===== config.mk =====
export PLATFORM = sky130hd
export DESIGN_NAME = dds_multi
export DESIGN_NICKNAME = d
export VERILOG_FILES = /design/src/rtl/dds_multi.sv
export SDC_FILE = /design/constraint.sdc
export NUM_CORES = 1
export LEC_CHECK = 0
export ABC_AREA = 0
export CAP_MARGIN = 20
export CELL_PAD_IN_SITES_DETAIL_PLACEMENT = 1
export CELL_PAD_IN_SITES_GLOBAL_PLACEMENT = 1
export CORE_UTILIZATION = 35
export CTS_CLUSTER_DIAMETER = 60
export DETAILED_ROUTE_END_ITERATION = 8
export GPL_ROUTABILITY_DRIVEN = 0
export HOLD_SLACK_MARGIN = 0.1
export PLACE_DENSITY_LB_ADDON = 0.1
export SLEW_MARGIN = 30
export SYNTH_ARGS = -nofsm -noshare
export SYNTH_HDL_FRONTEND = slang
export SYNTH_SLANG_ARGS = --single-unit

===== constraint.sdc =====
create_clock -name clk -period 9.06 [get_ports clk]
set_clock_uncertainty 0.05 [all_clocks]
set_input_delay 0.906 -clock clk [delete_from_list [all_inputs] [get_ports clk]]
set_output_delay 0.906 -clock clk [all_outputs]
set_load 0.02 [all_outputs]

===== src/rtl/dds_multi.sv =====
// rtl/dds_multi.sv - N_CH-channel DDS generator: one shared quarter-wave sine LUT, one unsigned mixed output sample.
// Optional feature: define DDS_DITHER_EN to add LFSR dither ahead of the output shift.
`timescale 1ns/1ps
module dds_multi #(
   parameter int N_CH    = 4,
   parameter int PHASE_W = 16,
   parameter int FREQ_W  = 12,
   parameter int SUB_W   = 10,
   parameter int OUT_W   = 7
) (
   input  logic                  clk,
   input  logic                  rst_n,
   input  logic [SUB_W-1:0]      subsample_phase,
   input  logic                  cfg_we,
   input  logic [$clog2(N_CH):0] cfg_ch,
   input  logic [FREQ_W-1:0]     cfg_freq,
   input  logic [1:0]            cfg_mode,
   output logic [OUT_W-1:0]      out,
   output logic                  out_valid,
   output logic                  busy
);

   localparam int CH_W  = $clog2(N_CH);
   localparam int SUM_W = 8 + CH_W;
   localparam int SH    = CH_W + 8 - OUT_W;
   localparam int XW    = SUM_W + 2;

   localparam logic [1:0] MODE_OFF    = 2'b00;
   localparam logic [1:0] MODE_SINE   = 2'b01;
   localparam logic [1:0] MODE_SQUARE = 2'b10;
   localparam logic [1:0] MODE_SAW    = 2'b11;

   localparam logic signed [XW-1:0] OFFS_X  = XW'(1 << (OUT_W - 1));
   localparam logic signed [XW-1:0] OMAX_X  = XW'((1 << OUT_W) - 1);
   localparam logic [OUT_W-1:0]     OUT_MID = OUT_W'(1 << (OUT_W - 1));

   typedef enum logic [1:0] {
      S_IDLE = 2'd0,
      S_RUN  = 2'd1,
      S_DONE = 2'd2
   } state_t;

   state_t                  state_q, state_d;
   logic [CH_W-1:0]         k_q, k_d;
   logic signed [SUM_W-1:0] acc_q, acc_d;
   logic [OUT_W-1:0]        out_q, out_d;
   logic                    out_valid_q, out_valid_d;

   logic [PHASE_W-1:0] phase_q [N_CH];
   logic [FREQ_W-1:0]  freq_q  [N_CH];
   logic [1:0]         mode_q  [N_CH];

   // Quarter-wave table: round(127 * sin(pi/2 * i/63)), so entry 63 is the peak.
   function automatic logic [6:0] sine_rom(input logic [5:0] idx);
      logic [6:0] v;
      case (idx)
         6'd0:  v = 7'd0;   6'd1:  v = 7'd3;   6'd2:  v = 7'd6;   6'd3:  v = 7'd9;
         6'd4:  v = 7'd13;  6'd5:  v = 7'd16;  6'd6:  v = 7'd19;  6'd7:  v = 7'd22;
         6'd8:  v = 7'd25;  6'd9:  v = 7'd28;  6'd10: v = 7'd31;  6'd11: v = 7'd34;
         6'd12: v = 7'd37;  6'd13: v = 7'd40;  6'd14: v = 7'd43;  6'd15: v = 7'd46;
         6'd16: v = 7'd49;  6'd17: v = 7'd52;  6'd18: v = 7'd55;  6'd19: v = 7'd58;
         6'd20: v = 7'd61;  6'd21: v = 7'd64;  6'd22: v = 7'd66;  6'd23: v = 7'd69;
         6'd24: v = 7'd72;  6'd25: v = 7'd74;  6'd26: v = 7'd77;  6'd27: v = 7'd79;
         6'd28: v = 7'd82;  6'd29: v = 7'd84;  6'd30: v = 7'd86;  6'd31: v = 7'd89;
         6'd32: v = 7'd91;  6'd33: v = 7'd93;  6'd34: v = 7'd95;  6'd35: v = 7'd97;
         6'd36: v = 7'd99;  6'd37: v = 7'd101; 6'd38: v = 7'd103; 6'd39: v = 7'd105;
         6'd40: v = 7'd107; 6'd41: v = 7'd108; 6'd42: v = 7'd110; 6'd43: v = 7'd112;
         6'd44: v = 7'd113; 6'd45: v = 7'd114; 6'd46: v = 7'd116; 6'd47: v = 7'd117;
         6'd48: v = 7'd118; 6'd49: v = 7'd119; 6'd50: v = 7'd120; 6'd51: v = 7'd121;
         6'd52: v = 7'd122; 6'd53: v = 7'd123; 6'd54: v = 7'd124; 6'd55: v = 7'd124;
         6'd56: v = 7'd125; 6'd57: v = 7'd126; 6'd58: v = 7'd126; 6'd59: v = 7'd126;
         6'd60: v = 7'd127; 6'd61: v = 7'd127; 6'd62: v = 7'd127;
         default: v = 7'd127;
      endcase
      return v;
   endfunction

`ifdef DDS_DITHER_EN
   logic [15:0] lfsr_q;

   always_ff @(posedge clk or negedge rst_n) begin
      if (!rst_n) begin
         lfsr_q <= 16'hACE1;
      end else if (state_q == S_DONE) begin
         lfsr_q <= {1'b0, lfsr_q[15:1]} ^ (lfsr_q[0] ? 16'hB400 : 16'h0000);
      end
   end
`endif

   logic [PHASE_W-1:0]      cur_p, phase_nxt;
   logic [FREQ_W-1:0]       cur_f;
   logic [1:0]              cur_m, quad;
   logic [5:0]              lut_idx;
   logic [7:0]              saw_b;
   logic signed [7:0]       lut_s, samp;
   logic signed [SUM_W-1:0] sum_next;

   assign cur_p = phase_q[k_q];
   assign cur_f = freq_q[k_q];
   assign cur_m = mode_q[k_q];

   always_comb begin
      quad    = cur_p[PHASE_W-1 -: 2];
      lut_idx = quad[0] ? ~cur_p[PHASE_W-3 -: 6] : cur_p[PHASE_W-3 -: 6];
      lut_s   = $signed({1'b0, sine_rom(lut_idx)});
      saw_b   = cur_p[PHASE_W-1 -: 8];
      case (cur_m)
         MODE_SINE:   samp = quad[1] ? -lut_s : lut_s;
         MODE_SQUARE: samp = cur_p[PHASE_W-1] ? -8'sd127 : 8'sd127;
         MODE_SAW:    samp = (saw_b == 8'h00) ? -8'sd127 : $signed({~saw_b[7], saw_b[6:0]});
         default:     samp = 8'sd0;
      endcase
   end

   // An idle channel parks at phase 0 so re-enabling it always starts cleanly.
   assign phase_nxt = (cur_m == MODE_OFF) ? '0 : cur_p + PHASE_W'(cur_f);
   assign sum_next  = acc_q + SUM_W'(samp);

   logic signed [XW-1:0] mix_x, mix_sh, mix_b;
   logic [OUT_W-1:0]     mix_out;

   always_comb begin
      mix_x = XW'(sum_next);
`ifdef DDS_DITHER_EN
      mix_x = mix_x + $signed(XW'(lfsr_q[SH-1:0]));
`endif
      mix_sh = mix_x >>> SH;
      mix_b  = mix_sh + OFFS_X;
      if (mix_b[XW-1]) begin
         mix_out = '0;
      end else if (mix_b > OMAX_X) begin
         mix_out = '1;
      end else begin
         mix_out = mix_b[OUT_W-1:0];
      end
   end

   always_comb begin
      state_d     = state_q;
      k_d         = k_q;
      acc_d       = acc_q;
      out_d       = out_q;
      out_valid_d = 1'b0;
      case (state_q)
         S_IDLE: begin
            if (subsample_phase == '0) begin
               state_d = S_RUN;
               k_d     = '0;
               acc_d   = '0;
            end
         end
         S_RUN: begin
            acc_d = sum_next;
            k_d   = k_q + CH_W'(1);
            if (&k_q) begin
               state_d     = S_DONE;
               out_d       = mix_out;
               out_valid_d = 1'b1;
            end
         end
         S_DONE:  state_d = S_IDLE;
         default: state_d = S_IDLE;
      endcase
   end

   always_ff @(posedge clk or negedge rst_n) begin
      if (!rst_n) begin
         state_q     <= S_IDLE;
         k_q         <= '0;
         acc_q       <= '0;
         out_q       <= OUT_MID;
         out_valid_q <= 1'b0;
      end else begin
         state_q     <= state_d;
         k_q         <= k_d;
         acc_q       <= acc_d;
         out_q       <= out_d;
         out_valid_q <= out_valid_d;
      end
   end

   // A write landing on the channel being processed only affects the next round,
   // because this cycle's sample and phase step read the pre-write registers.
   always_ff @(posedge clk or negedge rst_n) begin
      if (!rst_n) begin
         for (int i = 0; i < N_CH; i++) begin
            freq_q[i] <= '0;
            mode_q[i] <= MODE_OFF;
         end
      end else if (cfg_we && !cfg_ch[CH_W]) begin
         freq_q[cfg_ch[CH_W-1:0]] <= cfg_freq;
         mode_q[cfg_ch[CH_W-1:0]] <= cfg_mode;
      end
   end

   always_ff @(posedge clk or negedge rst_n) begin
      if (!rst_n) begin
         for (int i = 0; i < N_CH; i++) begin
            phase_q[i] <= '0;
         end
      end else if (state_q == S_RUN) begin
         phase_q[k_q] <= phase_nxt;
      end
   end

   assign out       = out_q;
   assign out_valid = out_valid_q;
   assign busy      = (state_q != S_IDLE);

endmodule


# Word level (Yosys, flattened, before mapping)
# Memories as Yosys holds them, arrays and structs flattened.
# Cells that the tools add are included.
[totals] regBits=142 latch_bits=0 mem_bits_rw=0 romBits=448 in_bits=30 out_inout_bits=9 elab_cells=87 n_memories=1
[memory_table] memory="(no name shown)" depth=64 width=7 rd=1 rd_ports_with_merged_regs=0 write_ports=0 line="56" source="case (idx)"
[op_classes] add_sub_neg=5 multipliers=0 div=0 magnitude_cmp=5 eq_ne=6 shifts=0 mux=35 n_bitwise=4 n_reduce_logical=14
[ops] op="bitwise mux 64 bit" count=1
[ops] op="two-way mux 16 bit" count=4
[ops] op="bitwise mux 48 bit" count=1
[ops] op="two-way mux 12 bit" count=3
[ops] op="binary-select mux 16 bit (select 2 bit)" count=1
[ops] op="demux 16 bit (select 2 bit)" count=1
[ops] op="binary-select mux 12 bit (select 2 bit)" count=1
[ops] op="demux 12 bit (select 2 bit)" count=1
[ops] op="two-way mux 8 bit" count=3
[ops] op="case mux 8 bit (3 select lines)" count=1
[ops] op="case mux 10 bit (2 select lines)" count=1
[ops] op="adder 16 x 12 -> 16 bit" count=1
[ops] op="two-way mux 7 bit" count=2
[ops] op="two-way mux 2 bit" count=6
[ops] op="adder 10 x 8 -> 10 bit" count=1
[ops] op="logical NOT 10 bit" count=1
[ops] op="two-way mux 10 bit" count=1
[ops] op="adder 7 x 8 -> 9 bit (second input constant)" count=1
[ops] op="greater-than comparator 9 x 8 -> 1 bit (second input constant)" count=1
[ops] op="bitwise mux 8 bit" count=1
[ops] op="logical NOT 8 bit" count=1
[ops] op="negation 7 -> 8 bit" count=1
[ops] op="case mux 2 bit (2 select lines)" count=2
[ops] op=">= comparator 3 bit (second input constant)" count=2
[ops] op="18 further kinds" count=30

# Logic depth before layout (Yosys ltp)
# Gate-level depths: netlist (run 1).
# An unclocked memory read counts as a cell.
[depth] word_depth=15 depth_mapped=26 depth_no_buf=22

# Worst setup path after synthesis (run 1)
# No wires, ideal clock.
[synth_timing] path_type="reg-to-reg" startpoint="register k_q[1]" endpoint="register out_q[6] (netlist: out[6])" setup_time_ps=82 arrival_ps=4908 t_required_ps=8928 setup_slack_ps=4020 path_stages_with_launch=26 n_path_buf=4 synth_period_minus_slack_ps=5040 cell_sequence="dfrtp_1 buf_4 mux2i_1 mux2_2 inv_2 buf_2 buf_2 clkbuf_1 ha_1 a41oi_1 nand2_1 a221oi_1 o21bai_1 ha_1 a21oi_1 o22ai_1 ha_1 a21o_1 a21oi_1 o21bai_1 a21oi_1 o21a_1 nand4b_1 nand3_1 xnor2_1 mux2_4"
[synth_via] elab_chain_cells=15 word_cells_on_any_way=26 classes_between="3 x add/sub; 1 x order compare; 3 x eq/ne; 13 x mux; 3 x bitwise; 2 x reduce/logical; 1 x memory"
[synth_rtl] element="start: declaration" line="44" source="logic [CH_W-1:0] k_q, k_d;"
[synth_rtl] element="start signal: assignment" line="175" source="k_q <= k_d;"
[synth_rtl] element="NOT 2 -> 3 bit (not written as such)" line="98, 100"
[synth_rtl] element="binary-select mux 16 bit (select 2 bit)" line="98" source="assign cur_p = phase_q[k_q];"
[synth_rtl] element="two-way mux 16 bit (not written as such) (2 in series)" line="98"
[synth_rtl] element="NOT 6 bit" line="104" source="lut_idx = quad[0] ? ~cur_p[PHASE_W-3 -: 6] : cur_p[PHASE_W-3 -: 6];"
[synth_rtl] element="two-way mux 6 bit" line="104"
[synth_rtl] element="memory read (64 x 7 bit)"
[synth_rtl] element="negation 7 -> 8 bit" line="108" source="MODE_SINE: samp = quad[1] ? -lut_s : lut_s;"
[synth_rtl] element="two-way mux 8 bit" line="108"
[synth_rtl] element="case mux 8 bit (3 select lines)" line="107" source="case (cur_m)"
[synth_rtl] element="adder 10 x 8 -> 10 bit" line="117" source="assign sum_next = acc_q + SUM_W'(samp);"
[synth_rtl] element="adder 7 x 8 -> 9 bit" line="128" source="mix_b = mix_sh + OFFS_X;"
[synth_rtl] element="greater-than comparator 9 x 8 -> 1 bit" line="131" source="end else if (mix_b > OMAX_X) begin"
[synth_rtl] element="two-way mux 7 bit" line="131"
[synth_rtl] element="two-way mux 7 bit" line="129" source="if (mix_b[XW-1]) begin"
[synth_rtl] element="end signal: assignment" line="177" source="out_q <= out_d;"
[synth_rtl] element="end: declaration" line="46" source="logic [OUT_W-1:0] out_q, out_d;"
# Several ways; a longest one is shown, not always the timed one. The select of a mux whose other input is x is not followed.
# A chain may end at the register's enable or synchronous reset.

# Worst setup path in the final report (run 1)
[layout_timing] startpoint="register k_q[0]" endpoint="register out_q[6] (netlist: out[6])"
# Same word-level chain as after synthesis.

==> results of run 1 <==
==> metrics by stage <==
stage               power (mW)  instance area (µm²)  std cells
finish                    3.42                 9850       1201
global route              3.71                 9850       1201
CTS                       3.47                 9840       1201
detailed placement        2.72                 9230       1169
global placement          2.65                 9230       1169
floorplan                 2.28                 8670        862
==> placed cells by master (no fill, tap or decap), types with 7 or more instances in the layout <==
cell             count
a21o_1              11
clkdlybuf4s50_1     37
inv_1               17
a31oi_1              8
o21ai_0             81
nand3_1             18
nand2b_1            11
nor3_1               7
nor4_1              13
nand2_1            117
mux4_2              28
ha_1                28
mux2i_1             12
o22ai_1             17
nor2_1              28
xnor2_1             23
nor2b_1              9
buf_4               10
clkbuf_16           17
a21oi_1             41
o31ai_1             14
o21bai_1            11
mux2_2              59
inv_8                7
dfrtp_1            139
xor2_1               7
==> cell type report <==
cell class                 instances  share of cell area (%)
multi-input combinational        634                    48.1
sequential                       142                    36.1
timing repair buffer              48                    4.64
clock buffer                      18                    4.46
tap                              324                    4.12
clock inverter                    14                    1.72
inverter                          21                   0.801
==> flip-flops by register name, indices dropped and copies added (netlist names) <==
register / count
acc_q: 10
freq_q: 48
k_q: 2
mode_q: 8
out: 7
out_valid: 1
phase_q: 64
state_q: 2
==> cells by family (layout without fill, tap and decap cells) <==
logic type	count (synthesis)	in the layout
compound gates	233	233
xor+xnor	31	31
fa+ha+maj	30	30
buf+inv	86	101
flops	142	142
mux	100	100
simple gates	240	240
==> critical path, delay by kind of cell, from the launching register on <==
| kind | cells | cell delay (ns) |
|---|---|---|
| flops | 1 | 0.77 |
| compound gates | 10 | 2.06 |
| simple gates | 3 | 0.31 |
| fa+ha+maj | 3 | 1.23 |
| mux | 2 | 0.80 |
| buf+inv | 1 | 0.60 |
| xor+xnor | 1 | 0.16 |
==> worst max-delay path by stage <==
stage | from | slack [ns] | cells past startpoint | endpoint
after floorplan | k_q[1] | 4.02 | 25 | out[6]
after global placement | k_q[1] | 2.84 | 20 | out[6]
after detailed placement | k_q[0] | 2.97 | 20 | out[6]
after CTS | k_q[0] | 2.97 | 20 | out[6]
after global routing | k_q[0] | 2.46 | 20 | acc_q[9]
final | k_q[0] | 2.95 | 20 | out[6]
==> report_power, final <==
part,switching [mW],internal [mW],leakage [nW]
logic,1.08,0.730,2.01
registers,0.117,0.773,1.81
clock network,0.325,0.403,0.301
total,1.52,1.91,4.11
==> cell usage after synthesis, drive strengths merged (5+ instances only) <==
cell and number:
dfrtp 141, ha 28, nand2b 11, nand2 117
or2 5, inv 19, o22ai 17, xor2 7
clkbuf 40, or3 6, o21bai 11, mux4 28
mux2i 12, mux2 60, o31ai 15, nor2b 9
nand4 6, nor3 7, o21ai 82, nor4 14
o21a 5, buf 25, nand3 18, and2 5
xnor2 24, a21oi 41, nor2 30, a31oi 9
a211oi 6, a21o 11
==> layer usage <==
| metal | up-vias | GRT usage [%] |
|---|---|---|
| li1 | 3150 | - |
| met1 | 3406 | 25.6 |
| met2 | 61 | 35.1 |
| met3 | 30 | 2.42 |
| met4 | 0 | 6.64 |
| met5 | - | 0 |
==> results.toml, run 1 <==
[clocking]
cts_inserted_buffers = 17
cts_root_buffer = "clkbuf_16"
cts_tree = "yes"
cts_sinks = 142
clk_latency_ns = 0.43
clkSlewWorstSetupHoldPaths_ns = 0.07
h-tree-depth = 4
cts_resized = 0
post_cts_buffers = 0
cts_buffer_depth = 2
postCtsHoldBufs = 0

[setup_path]
worstPathRequired_ns = 9.37
cp_slowest_stage_delay_ns = 0.77
arrival_ns = 6.42
cp_slowest_cell = "dfrtp_2"
crit_path_end_kind = "register"
worstPathMaxFanout = 44
path_class = "reg2reg"
r2r-end = "out[6]"
r2r_cells = 20
reg2reg_from = "k_q[0]"
critPathLaunchType = "register"
r2r_setup_slack_ns = 2.95
cp_cell_sequence = "mux2_2, inv_2, ha_1, a41oi_1, nand2_1, a221oi_1, o21bai_1, ha_1, a21oi_1, o22ai_1, ha_1, a21o_1, a21oi_1, o21bai_1, a21oi_1, o21a_1, nand4b_1, nand3_1, xnor2_1, mux2_4"

[timing]
fmax_ghz = 0.164
hold_violations = 0
layout_setup_ws_ns = 2.95
hold_ws_ns = 0.430
grt_setup_unrepaired = "no"
period_minus_slack_ns = 6.11
tightest_slew_ns = 0.905
finalSetupViolations = 0
setup_tns_ns = 0
fin_crit_sh_pct = 67.4
slew_violations = 0
slew_headroom_pct = 39.5

[power_and_ir_drop]
ir_drop_mv = 0.141
leakage_nw = 4.11
power_density_mw_per_mm2 = 348

[grt]
antenna_found_initial = 0
grt_max_degree = 82
track_usage_pct = 20.0
grt_pass1_wl_um = 40100
grt_pass1_vias = 7355
overflow = 0

[yosys]
ys_warn_count = 0
async_flop_share_pct = 100
synth-adder-area-share_pct = 4.50
yosys.area.top_type_share_pct = 40.7
synth_top_family_by_area = "compound AO/OA/AOI/OAI gates"
synth_area_per_cell_um2 = 10.1
synth_fp_nets = 922
synthDistinctLibCells = 73
yosys.area_share.simple_pct = 13.0
syn_area_mm2 = 0.00867
synth_mux_area_share_pct = 16.5
synth_top_area_cell = "dfrtp_1"
synth_flop_cell = "dfrtp_1"
yosys_register_bits = 142
yosysSeqAreaShare_pct = 41.0
synthXorXnorAreaFrac_pct = 3.22
synth-compound-area-share_pct = 17.2
synth_cells = 862
ys_top_cells_by_area = "dfrtp_1, mux2_2, mux4_2"
synth_edf_count = 0

[status]
status = "finished clean"

[die]
start_util_pct = 35.7
pin_count = 39
coreArea_mm2 = 0.0243
die_h_um = 159
die_w_um = 159
std_cell_rows = 57
die_area_mm2 = 0.0254

[drt]
wirelength_met1_um = 10900
routedWlPerCell_um = 20.1
drtAntennaViolNets = 0
wl_um = 24100
num_vias = 6647
drcViolationCount = 0
vias_per_cell = 5.53
wl_met3_um = 478
firstDrtPassIters = 4
top_layer = "met4"
met2_wirelength_um = 12200
drt_iter0_markers = 285

[cells_and_area]
multiInputGateArea_mm2 = 0.00474
fill_cells = 2683
syn_to_final_growth_pct = 13.5
seq_area_mm2 = 0.00356
drive_above_1_share_pct = 17.6
antenna_cells = 0
nets = 924
final_core_util_pct = 40.5

[worst_hold_path]
holdPathEnd = "phase_q[44]"
hold_depth = 2
hp-class = "reg2reg"
hp-start = "phase_q[44]"

[place]
io_buffers = 38
dp_hpwl_um = 16300
dpl_worst_slack_ns = 2.97

[flow_run]
cap_violations = 0
(Power assumes the default switching activity.)
==> inputs of run 2 (changes only) <==
- clock period: 9.06 -> 6.3 ns (I/O delays scaled with it)
==> run 2 against run 1 <==
  * Cell area rose by 0.30%
  * Power rose by 44%
  * Sequential power rose by 39%
  * First-iteration DRC count rose by 30%
  * Worst setup slack got worse by 2.1 ns
  * Critical endpoint unchanged
  * Highest routed layer unchanged
==> results.toml, run 2 (synthesized netlist as in run 1, its figures left out) <==
[drt]
num_vias = 6700
firstDrtPassIters = 4
drt_iter0_markers = 371
drtAntennaViolNets = 0
wl_um = 24100
vias_per_cell = 5.55
routedWlPerCell_um = 19.9
drcViolationCount = 0

[die]
die_h_um = 159
die_w_um = 159
std_cell_rows = 57
die_area_mm2 = 0.0254
coreArea_mm2 = 0.0243
start_util_pct = 35.7
pin_count = 39

[cells_and_area]
reg_top3 = "phase_q x64, freq_q x48, acc_q x10"
layout_commonest_cell = "dfrtp_1"
fill_cells = 2755
layoutNonFillerInstCount = 1207
regMostFlops = "phase_q"
syn_to_final_growth_pct = 13.9
mostFrequentLayoutCells = "dfrtp_1, nand2_1, o21ai_0"
multiInputGateArea_mm2 = 0.00473
largest_reg_flops = 64
drive_above_1_share_pct = 17.7
antenna_cells = 0
nets = 930
seq_area_mm2 = 0.00356

[power_and_ir_drop]
power_density_mw_per_mm2 = 501
ir_drop_mv = 0.215
leakage_nw = 4.15

[grt]
grt_pass1_wl_um = 40600
grt_pass1_vias = 7440
overflow = 0
grt_max_degree = 78
track_usage_pct = 20.3
antenna_found_initial = 0

[setup_path]
r2r_setup_slack_ns = 0.86
cp_slowest_stage_delay_ns = 0.92
critPathLaunchType = "register"
r2r-end = "out[6]"
crit_top_cell = "a21oi_1"
path_class = "reg2reg"
cp_cell_sequence = "mux4_2, clkinv_1, a21oi_1, o22ai_1, and2_1, o31ai_1, ha_1, a21oi_1, o22ai_1, ha_1, a21o_1, a21oi_1, o21bai_1, a21oi_1, o21a_1, nand4b_1, nand3_1, xnor2_1, mux2_4"
crit_start = "k_q[0]"
worstPathRequired_ns = 6.62
critical_path_depth = 19
crit_path_end_kind = "register"
r2r_cells = 19
worstPathMaxFanout = 41
path_buf_inv = 1
path_delay_family = "compound AO/OA/AOI/OAI gates"
arrival_ns = 5.76
cp_slowest_cell = "mux4_2"
crit_end = "out[6]"
reg2reg_from = "k_q[0]"

[timing]
fin_crit_sh_pct = 86.4
finalSetupViolations = 0
grt_setup_unrepaired = "no"
setup_tns_ns = 0
fmax_ghz = 0.184
period_minus_slack_ns = 5.44
slew_headroom_pct = 39.4
slew_violations = 0
hold_violations = 0
tightest_slew_ns = 0.906

[clocking]
cts_resized = 0
cts_inserted_buffers = 17
clk_latency_ns = 0.44
clkSlewWorstSetupHoldPaths_ns = 0.07
cts_root_buffer = "clkbuf_16"
post_cts_buffers = 0
cts_tree = "yes"
h-tree-depth = 4
cts_buffer_depth = 2
postCtsHoldBufs = 0
cts_sinks = 142

[worst_hold_path]
hp-class = "in2async"

[flow_run]
cap_violations = 0

[status]
status = "finished clean"

[place]
dp_hpwl_um = 16300
place_inst = 1175
io_buffers = 38
## run 2: changes by cell type in the layout (fill, tap and decap cells not counted), moves of 2 or more
| cell | previous run | this run |
|---|---|---|
| clkinv_4 | 4 | 2 |
| buf_4 | 10 | 16 |
| nor2_4 | 2 | 0 |
| nor2_1 | 28 | 30 |
| inv_6 | 1 | 3 |
| inv_8 | 7 | 5 |
## run 2: how the worst min path moves through the flow
stage / end / slack [ns] / start / depth (start not counted)
3_3_place_gp: phase_q[49] / 0.41 / phase_q[49] / 2
2_1_floorplan: acc_q[0] / 0.28 / rst_n / 0
5_1_grt: acc_q[1] / 0.24 / rst_n / 1
4_1_cts: acc_q[1] / 0.21 / rst_n / 1
3_5_place_dp: phase_q[22] / 0.42 / phase_q[22] / 2
6_report: acc_q[1] / 0.18 / rst_n / 1
## run 2: worst reg2reg max path: cells and delay by family, from the launching register on
kind	cells	cell delay, ns
compound gates	10	1.86
xor+xnor	1	0.16
fa+ha+maj	2	0.64
buf+inv	1	0.53
flops	1	0.51
mux	2	1.19
simple gates	3	0.41
## run 2: power breakdown
part	switching [mW]	total (mW)	internal, mW
Clock	0.465	1.04	0.579
Sequential	0.133	1.24	1.11
Combinational	1.59	2.66	1.06
## run 2: area by class of cell
type,instances,share of cell area [%]
clock buffer,18,4.45
tap,324,4.10
inverter,21,0.798
clock inverter,14,1.72
timing repair buffer,54,5.08
multi-input combinational,634,47.8
sequential,142,36.0
## run 2: metrics by stage
step / power, mW / setup slack, ns / utilization (%) / hold WS (ns) / instance area (µm²)
floorplan: 3.27 / 1.26 / - / 0.284 / 8670
global placement: 3.84 / 0.948 / 38.1 / 0.407 / 9270
detailed placement: 3.93 / 0.830 / 38.1 / 0.420 / 9270
CTS: 5.01 / 0.778 / 40.6 / 0.210 / 9880
global route: 5.37 / 0.260 / 40.6 / 0.237 / 9880
finish: 4.94 / 0.858 / 40.6 / 0.179 / 9880
## run 2: layer usage
metal  global-route usage (%)  vias to the layer above  part of all wire (%)
li1                         -                     3167                     -
met1                     26.4                     3423                    46
met2                     34.4                       88                    51
met3                     3.36                       22                   2.4
met4                     6.42                        0                   1.3
met5                        0                        -                     0
==> inputs of run 3 (changes only) <==
- SKIP_LAST_GASP: unset -> 1
==> results of run 3 <==
No change in the layout: final DEF, timing and power equal those of run 2.
